--- config.mk ---
export PLATFORM = sky130hd
export DESIGN_NAME = dvi_video_capture
export DESIGN_NICKNAME = d
export VERILOG_FILES = /design/src/rtl/video_pkg.sv /design/src/rtl/dvi_timing_meas.sv /design/src/rtl/dvi_video_capture.sv
export SDC_FILE = /design/constraint.sdc
export NUM_CORES = 1
export LEC_CHECK = 0
export ABC_AREA = 1
export BUFFER_PORTS_ARGS = -buffer_cell sky130_fd_sc_hd__buf_4
export CAP_MARGIN = 20
export CELL_PAD_IN_SITES_DETAIL_PLACEMENT = 0
export CELL_PAD_IN_SITES_GLOBAL_PLACEMENT = 2
export CORE_UTILIZATION = 30
export DETAILED_ROUTE_END_ITERATION = 10
export HOLD_SLACK_MARGIN = 0.12
export PLACE_DENSITY_LB_ADDON = 0.1
export SYNTH_ARGS = -nofsm -noshare
export SYNTH_HDL_FRONTEND = slang
export SYNTH_SLANG_ARGS = --single-unit
export TNS_END_PERCENT = 100
--- constraint.sdc ---
create_clock -name pixel_clk_in -period 4.4 [get_ports pixel_clk_in]
set_input_delay 0.44 -clock pixel_clk_in [delete_from_list [all_inputs] [get_ports pixel_clk_in]]
set_output_delay 0.44 -clock pixel_clk_in [all_outputs]
set_load 0.05 [all_outputs]
--- src/rtl/video_pkg.sv ---
// ============================================================================
// Module   : video_pkg
// Brief    : Shared widths, lock FSM states and RGB565->RGB888 expansion.
// Revision : 1.0 - initial release
// ============================================================================
`default_nettype none

package video_pkg;

    localparam int c_x_w_default = 12;
    localparam int c_y_w_default = 12;

    typedef enum logic [1:0] {
        SEARCH  = 2'd0,
        MEASURE = 2'd1,
        LOCKED  = 2'd2
    } lock_state_t;

    // Top bits are replicated into the LSBs so full-scale maps to 0xFF.
    function automatic logic [23:0] rgb565_to_888(input logic [4:0] r5,
                                                  input logic [5:0] g6,
                                                  input logic [4:0] b5);
        return {r5, r5[4:2], g6, g6[5:4], b5, b5[4:2]};
    endfunction

endpackage

`default_nettype wire

--- src/rtl/dvi_timing_meas.sv ---
// ============================================================================
// Module   : dvi_timing_meas
// Brief    : Pixel x/y counters, per-frame width/height measurement and
//            frame consistency tracking on the registered video stream.
// Revision : 1.0 - initial release
// ============================================================================
`default_nettype none

module dvi_timing_meas #(
    parameter int X_W          = 12,
    parameter int Y_W          = 12,
    parameter bit VSYNC_ACTIVE = 1'b1
) (
    input  logic           clk,
    input  logic           rst,
    input  logic           vsync,
    input  logic           de,
    output logic           frame_start,
    output logic           line_end,
    output logic           sat,
    output logic [X_W-1:0] px_x,
    output logic [Y_W-1:0] px_y,
    output logic [X_W-1:0] line_w,
    output logic [X_W-1:0] ref_w,
    output logic [Y_W-1:0] lines,
    output logic           consistent
);

    logic           r_vsync_d;
    logic           r_de_d;
    logic [X_W-1:0] r_x;
    logic [Y_W-1:0] r_y;
    logic [X_W-1:0] r_ref_w;
    logic           r_have_ref;
    logic           r_consistent;
    logic           w_x_full;
    logic           w_y_full;

    assign w_x_full    = &r_x;
    assign w_y_full    = &r_y;
    assign frame_start = (vsync == VSYNC_ACTIVE) && (r_vsync_d != VSYNC_ACTIVE);
    assign line_end    = !frame_start && r_de_d && !de;
    assign sat         = !frame_start && ((de && w_x_full) || (line_end && w_y_full));

    // A pixel coincident with frame start belongs to the new frame at (0,0).
    assign px_x       = frame_start ? '0 : r_x;
    assign px_y       = frame_start ? '0 : r_y;
    assign line_w     = r_x;
    assign ref_w      = r_ref_w;
    assign lines      = r_y;
    assign consistent = r_consistent;

    always_ff @(posedge clk) begin
        if (rst) begin
            r_vsync_d    <= !VSYNC_ACTIVE;
            r_de_d       <= 1'b0;
            r_x          <= '0;
            r_y          <= '0;
            r_ref_w      <= '0;
            r_have_ref   <= 1'b0;
            r_consistent <= 1'b0;
        end else begin
            r_vsync_d <= vsync;
            r_de_d    <= de;
            if (frame_start) begin
                r_x          <= {{(X_W-1){1'b0}}, de};
                r_y          <= '0;
                r_ref_w      <= '0;
                r_have_ref   <= 1'b0;
                r_consistent <= 1'b1;
            end else begin
                if (sat) begin
                    r_consistent <= 1'b0;
                end
                if (de) begin
                    if (!w_x_full) begin
                        r_x <= r_x + 1'b1;
                    end
                end else if (line_end) begin
                    r_x <= '0;
                    if (!w_y_full) begin
                        r_y <= r_y + 1'b1;
                    end
                    if (!r_have_ref) begin
                        r_ref_w    <= r_x;
                        r_have_ref <= 1'b1;
                    end else if (r_x != r_ref_w) begin
                        r_consistent <= 1'b0;
                    end
                end
            end
        end
    end

endmodule

`default_nettype wire

--- src/rtl/dvi_video_capture.sv ---
// ============================================================================
// Module   : dvi_video_capture
// Brief    : Parallel RGB565 video receiver: two-stage capture pipeline,
//            RGB888 expansion, x/y tagging and frame-timing lock.
// Revision : 1.0 - initial release
// ============================================================================
`default_nettype none

module dvi_video_capture
    import video_pkg::*;
#(
    parameter int X_W          = c_x_w_default,
    parameter int Y_W          = c_y_w_default,
    parameter int LOCK_FRAMES  = 2,
    parameter bit VSYNC_ACTIVE = 1'b1
) (
    input  logic           pixel_clk_in,
    input  logic           rst,
    input  logic           vsync_in,
    input  logic           hsync_in,
    input  logic           de_in,
    input  logic [4:0]     pixel_r_in,
    input  logic [5:0]     pixel_g_in,
    input  logic [4:0]     pixel_b_in,
    output logic           pixel_valid_o,
    output logic [7:0]     pixel_r_o,
    output logic [7:0]     pixel_g_o,
    output logic [7:0]     pixel_b_o,
    output logic [X_W-1:0] pixel_x_o,
    output logic [Y_W-1:0] pixel_y_o,
    output logic           sof_o,
    output logic           eol_o,
    output logic           hsync_o,
    output logic           vsync_o,
    output logic           locked_o,
    output logic [X_W-1:0] h_active_o,
    output logic [Y_W-1:0] v_active_o
);

    logic r_s1_vsync, r_s1_hsync, r_s1_de;
    logic [4:0] r_s1_r;
    logic [5:0] r_s1_g;
    logic [4:0] r_s1_b;

    logic r_s2_de, r_s2_sof, r_s2_eol;

    logic           w_fs, w_line_end, w_sat, w_consistent;
    logic [X_W-1:0] w_px_x, w_line_w, w_ref_w;
    logic [Y_W-1:0] w_px_y, w_lines;

    lock_state_t    r_state, w_state_nxt;
    logic [3:0]     r_match_cnt, w_match_cnt_nxt;
    logic [4:0]     w_cnt_inc;
    logic [X_W-1:0] r_h_active, w_h_active_nxt;
    logic [Y_W-1:0] r_v_active, w_v_active_nxt;
    logic           w_frame_match;
    logic           w_locked;

    dvi_timing_meas #(
        .X_W          (X_W),
        .Y_W          (Y_W),
        .VSYNC_ACTIVE (VSYNC_ACTIVE)
    ) u_meas (
        .clk         (pixel_clk_in),
        .rst         (rst),
        .vsync       (r_s1_vsync),
        .de          (r_s1_de),
        .frame_start (w_fs),
        .line_end    (w_line_end),
        .sat         (w_sat),
        .px_x        (w_px_x),
        .px_y        (w_px_y),
        .line_w      (w_line_w),
        .ref_w       (w_ref_w),
        .lines       (w_lines),
        .consistent  (w_consistent)
    );

    assign w_frame_match = w_consistent && (w_lines != '0) &&
                           (w_ref_w == r_h_active) && (w_lines == r_v_active);
    assign w_cnt_inc     = {1'b0, r_match_cnt} + 5'd1;

    always_comb begin
        w_state_nxt     = r_state;
        w_match_cnt_nxt = r_match_cnt;
        w_h_active_nxt  = r_h_active;
        w_v_active_nxt  = r_v_active;
        unique case (r_state)
            SEARCH: begin
                // Stored timing is discarded so a relock always re-measures.
                if (w_fs) begin
                    w_state_nxt     = MEASURE;
                    w_match_cnt_nxt = '0;
                    w_h_active_nxt  = '0;
                    w_v_active_nxt  = '0;
                end
            end
            MEASURE: begin
                if (w_fs) begin
                    if (w_frame_match) begin
                        if (w_cnt_inc >= 5'(LOCK_FRAMES - 1)) begin
                            w_state_nxt = LOCKED;
                        end else begin
                            w_match_cnt_nxt = w_cnt_inc[3:0];
                        end
                    end else begin
                        w_h_active_nxt  = w_ref_w;
                        w_v_active_nxt  = w_lines;
                        w_match_cnt_nxt = '0;
                    end
                end
            end
            LOCKED: begin
                if ((w_fs && !w_frame_match) || w_sat ||
                    (w_line_end && (w_line_w != r_h_active))) begin
                    w_state_nxt = SEARCH;
                end
            end
            default: w_state_nxt = SEARCH;
        endcase
    end

    always_ff @(posedge pixel_clk_in) begin
        if (rst) begin
            r_state     <= SEARCH;
            r_match_cnt <= '0;
            r_h_active  <= '0;
            r_v_active  <= '0;
        end else begin
            r_state     <= w_state_nxt;
            r_match_cnt <= w_match_cnt_nxt;
            r_h_active  <= w_h_active_nxt;
            r_v_active  <= w_v_active_nxt;
        end
    end

    always_ff @(posedge pixel_clk_in) begin
        if (rst) begin
            r_s1_vsync <= !VSYNC_ACTIVE;
            r_s1_hsync <= 1'b0;
            r_s1_de    <= 1'b0;
            r_s1_r     <= '0;
            r_s1_g     <= '0;
            r_s1_b     <= '0;
            r_s2_de    <= 1'b0;
            r_s2_sof   <= 1'b0;
            r_s2_eol   <= 1'b0;
            hsync_o    <= 1'b0;
            vsync_o    <= 1'b0;
            pixel_r_o  <= '0;
            pixel_g_o  <= '0;
            pixel_b_o  <= '0;
            pixel_x_o  <= '0;
            pixel_y_o  <= '0;
        end else begin
            r_s1_vsync <= vsync_in;
            r_s1_hsync <= hsync_in;
            r_s1_de    <= de_in;
            r_s1_r     <= pixel_r_in;
            r_s1_g     <= pixel_g_in;
            r_s1_b     <= pixel_b_in;
            r_s2_de    <= r_s1_de;
            r_s2_sof   <= r_s1_de && (w_px_x == '0) && (w_px_y == '0);
            r_s2_eol   <= r_s1_de && (w_px_x == r_h_active - 1'b1);
            hsync_o    <= r_s1_hsync;
            vsync_o    <= r_s1_vsync;
            {pixel_r_o, pixel_g_o, pixel_b_o} <= rgb565_to_888(r_s1_r, r_s1_g, r_s1_b);
            pixel_x_o  <= w_px_x;
            pixel_y_o  <= w_px_y;
        end
    end

    assign w_locked      = (r_state == LOCKED);
    assign locked_o      = w_locked;
    assign pixel_valid_o = r_s2_de && w_locked;
    assign sof_o         = r_s2_sof && w_locked;
    assign eol_o         = r_s2_eol && w_locked;
    assign h_active_o    = r_h_active;
    assign v_active_o    = r_v_active;

endmodule

`default_nettype wire
==> run_results.csv <==
group,metric,value,unit
logic_synthesis,ys_seq_area_share,44.63,%
sta,setup_viol,0,
logic_synthesis,synth_top_area_share,44.63,%
clock_tree,post-cts-setup-buffers,0,
cells_and_area,drive_gt1_share,15.61,%
clock_tree,postCtsResizedCells,0,
worst_setup_path,crit_end,"u_meas.lines[9]$_SDFFE_PP0P_",
pwr,p_comb_share,12.2,%
logic_synthesis,synth_edf_count,0,
clock_tree,clockBufferDepth,2,
logic_synthesis,synth_area_leaders,"dfxtp_1 45%, nand2_1 9.9%, nor2_1 9.1%, inv_1 7.7%, a21oi_1 5.1%",
worst_setup_path,worst_setup_path_end_kind,"flop",
outcome,outcome,"finished clean",
sta,clock.fmax,0.4004,GHz
route,finalWirelength,17410,µm
place,place_inst,1162,
pwr,clock_power_share,47.3,%
global_routing,grt_pass1_wl,28210,µm
worst_setup_path,reg2reg_to,"u_meas.lines[9]$_SDFFE_PP0P_",
worst_setup_path,reg2reg_from,"u_meas.r_vsync_d$_SDFF_PP0_",
place,place_hpwl,12720,µm
clock_tree,cts_tree,"built",
sta,worst_pin_slew,0.7445,ns
run,max_cap_violations,0,
worst_setup_path,cp-start-kind,"flop",
pwr,netSwitchingFraction,27.81,%
sta,drv_slew,0,
pwr,power_leakage,3.237,nW
logic_synthesis,synth_fp_nets,861,
route,ant_nets,0,
floorplan,die-height,142.5,µm
cells_and_area,layout.cells.non_filler,1194,
sta,fin_crit_sh,56.76,%
logic_synthesis,ys.flop_type,"dfxtp_1",
worst_setup_path,reg2reg_slack,1.90,ns
logic_synthesis,syn-instance-count,834,
floorplan,core_area,0.01940,mm²
logic_synthesis,postSynthAreaPerCell,7.099,µm²
clock_tree,clkTransAtPathRegs,0.06,ns
logic_synthesis,netlist_top_cells_count,"156 x nand2_1, 144 x nor2_1, 132 x dfxtp_1",
route,drt_iter0_drc,255,
worst_setup_path,reg2regPathDepth,11,
place,port_buffers,98,
global_routing,grt_pass1_vias,5368,
sta,min_period,2.498,ns
global_routing,grt_overflow,0,
route,viasPerCell,4.536,
floorplan,fp.dieArea,0.02030,mm²
clock_tree,hold_buffers,0,
logic_synthesis,synth_area,0.005921,mm²
clock_tree,htree_levels,4,
route,vias,5416,
worst_setup_path,arrival,2.79,ns
floorplan,row_count,51,
logic_synthesis,yosys_warnings,0,
sta,rsz0062_at_grt,"no",
clock_tree,cts_root_buf,"clkbuf_16",
sta,finClkSkew,0.01074,ns
logic_synthesis,ys_ff_latch,132,
place,gp_congestion,0.8291,
clock_tree,insertion_delay,0.42,ns
worst_setup_path,required,4.70,ns
cells_and_area,n_antenna_cell,0,
pwr,power_frac_seq,40.4,%
clock_tree,clkSinkCount,132,
sta,slew_headroom,50.06,%
floorplan,initial_core_util,30.52,%
floorplan,die_w,142.5,µm
logic_synthesis,yosysMostFrequentCell,"nand2_1",
worst_setup_path,criticalPathCategory,"flop to flop",
worst_setup_path,worstSetupStartpoint,"u_meas.r_vsync_d$_SDFF_PP0_",
floorplan,num_io_pins,99,
global_routing,grt_max_degree,60,
logic_synthesis,async_reset_ff_share,0,%
route,dr.pass1.iters,7,
sta,tns,0,ns
route,wire_per_inst,14.58,µm
logic_synthesis,yosysUniqueCellTypes,33,
cells_and_area,area_growth_syn_to_layout,25.13,%
cells_and_area,layout.nets,943,
global_routing,track_usage,18.34,%
min_path,hold_class,"input pin to flop",
route,drc_errors,0,
pwr,switchingPower,0.0008666,W
clock_tree,numCtsBuffers,17,
pwr,p_int,0.002249,W
logic_synthesis,synth_largest_area_cell,"dfxtp_1",
pwr,p_per_area,420.6,mW/mm²
global_routing,antenna_found_initial,0,
worst_setup_path,critical_path.max_fanout,13,
sta,hold_viol_final,0,
pwr,ir_worst_vdd,0.2528,mV
per-layer routing:
layer	wire, µm	vias up	global-route usage [%]
li1	-	2747	-
met2	8249	104	29.70
met5	0	-	0
met1	8253	2539	23.50
met3	573	26	4.038
met4	336	0	7.583
cell type report:
type | instances | area (µm²)
Fill cell | 2145 | 11990
Sequential cell | 132 | 2643
Multi-Input combinational cell | 536 | 2589
Timing Repair Buffer | 101 | 758.2
Inverter | 128 | 480.5
Clock buffer | 19 | 432.9
Tap cell | 265 | 331.6
Clock inverter | 13 | 173.9
registers in the layout, summed over array words and instances (netlist names), 2 cells and up:
signal	flops
h_active_o	12
pixel_b_o	5
pixel_g_o	6
pixel_r_o	5
pixel_x_o	12
pixel_y_o	12
r_match_cnt	4
r_s1_b	5
r_s1_g	6
r_s1_r	5
r_state	2
u_meas.line_w	12
u_meas.lines	12
u_meas.ref_w	12
v_active_o	12
worst min-delay path by stage:
| stage | endpoint | slack (ns) | cells past startpoint | startpoint |
|---|---|---|---|---|
| floorplan | hsync_o$_SDFF_PP0_ | 0.39 | 2 | r_s1_hsync$_SDFF_PP0_ |
| global placement | pixel_g_o[6]$_SDFF_PP0_ | 0.39 | 2 | r_s1_g[4]$_SDFF_PP0_ |
| detailed placement | pixel_r_o[2]$_SDFF_PP0_ | 0.40 | 2 | r_s1_r[4]$_SDFF_PP0_ |
| CTS | r_s1_g[3]$_SDFF_PP0_ | 0.20 | 3 | pixel_g_in[3] |
| global route | r_s1_g[1]$_SDFF_PP0_ | 0.21 | 3 | pixel_g_in[1] |
| finish | r_s1_b[1]$_SDFF_PP0_ | 0.22 | 3 | pixel_b_in[1] |
through the flow:
step	area (µm²)	hold WS (ns)	utilization (%)	power (W)	setup slack [ns]
floorplan	5921	0.3883	-	0.001554	1.997
global placement	6802	0.3903	35.06	0.001668	1.900
detailed placement	6802	0.3953	35.06	0.001671	1.911
CTS	7408	0.2036	38.19	0.003161	1.886
global route	7408	0.2094	38.19	0.003256	1.673
finish	7408	0.2196	38.19	0.003116	1.902
power by group through the flow:
stage / registers [W] / logic (W) / clock network, W
after floorplan: 0.00134 / 0.000212 / 0
after global routing: 0.00126 / 0.000422 / 0.00157
after detailed placement: 0.00129 / 0.000385 / 0
final: 0.00126 / 0.000381 / 0.00148
after CTS: 0.00126 / 0.000386 / 0.00152
after global placement: 0.00128 / 0.000383 / 0
cell usage in the layout, fill, tap and decap left out, drive strengths merged, types with 17 or more instances in the layout:
cell / count
nor2: 145
o21ai: 45
inv: 131
xor2: 24
buf: 101
nor3: 21
clkbuf: 19
dfxtp: 132
a21oi: 60
nand2: 158
nand3: 33
xnor2: 17
worst max-delay path, cell delays in order (launching register included):
cell	delay (ns)
dfxtp_1	0.34
inv_1	0.05
nand2_1	0.39
inv_2	0.23
nor3_4	0.32
nand2_1	0.24
inv_2	0.21
nand2_4	0.09
nor3_4	0.26
nand3_1	0.12
nand2_1	0.07
a21oi_1	0.05
kinds of logic (layout without fill, tap and decap cells):
logic type,after synthesis,in the layout,share of synthesized area (%)
flip-flops,132,132,44.63
AND/OR/NAND/NOR,379,379,26.69
AO/OA/AOI/OAI,110,110,9.700
buffers and inverters,166,261,11.64
XOR/XNOR,41,41,6.065
adder cells (fa/ha/maj),6,6,1.268
Note: power is estimated with default switching activity, not from simulation.
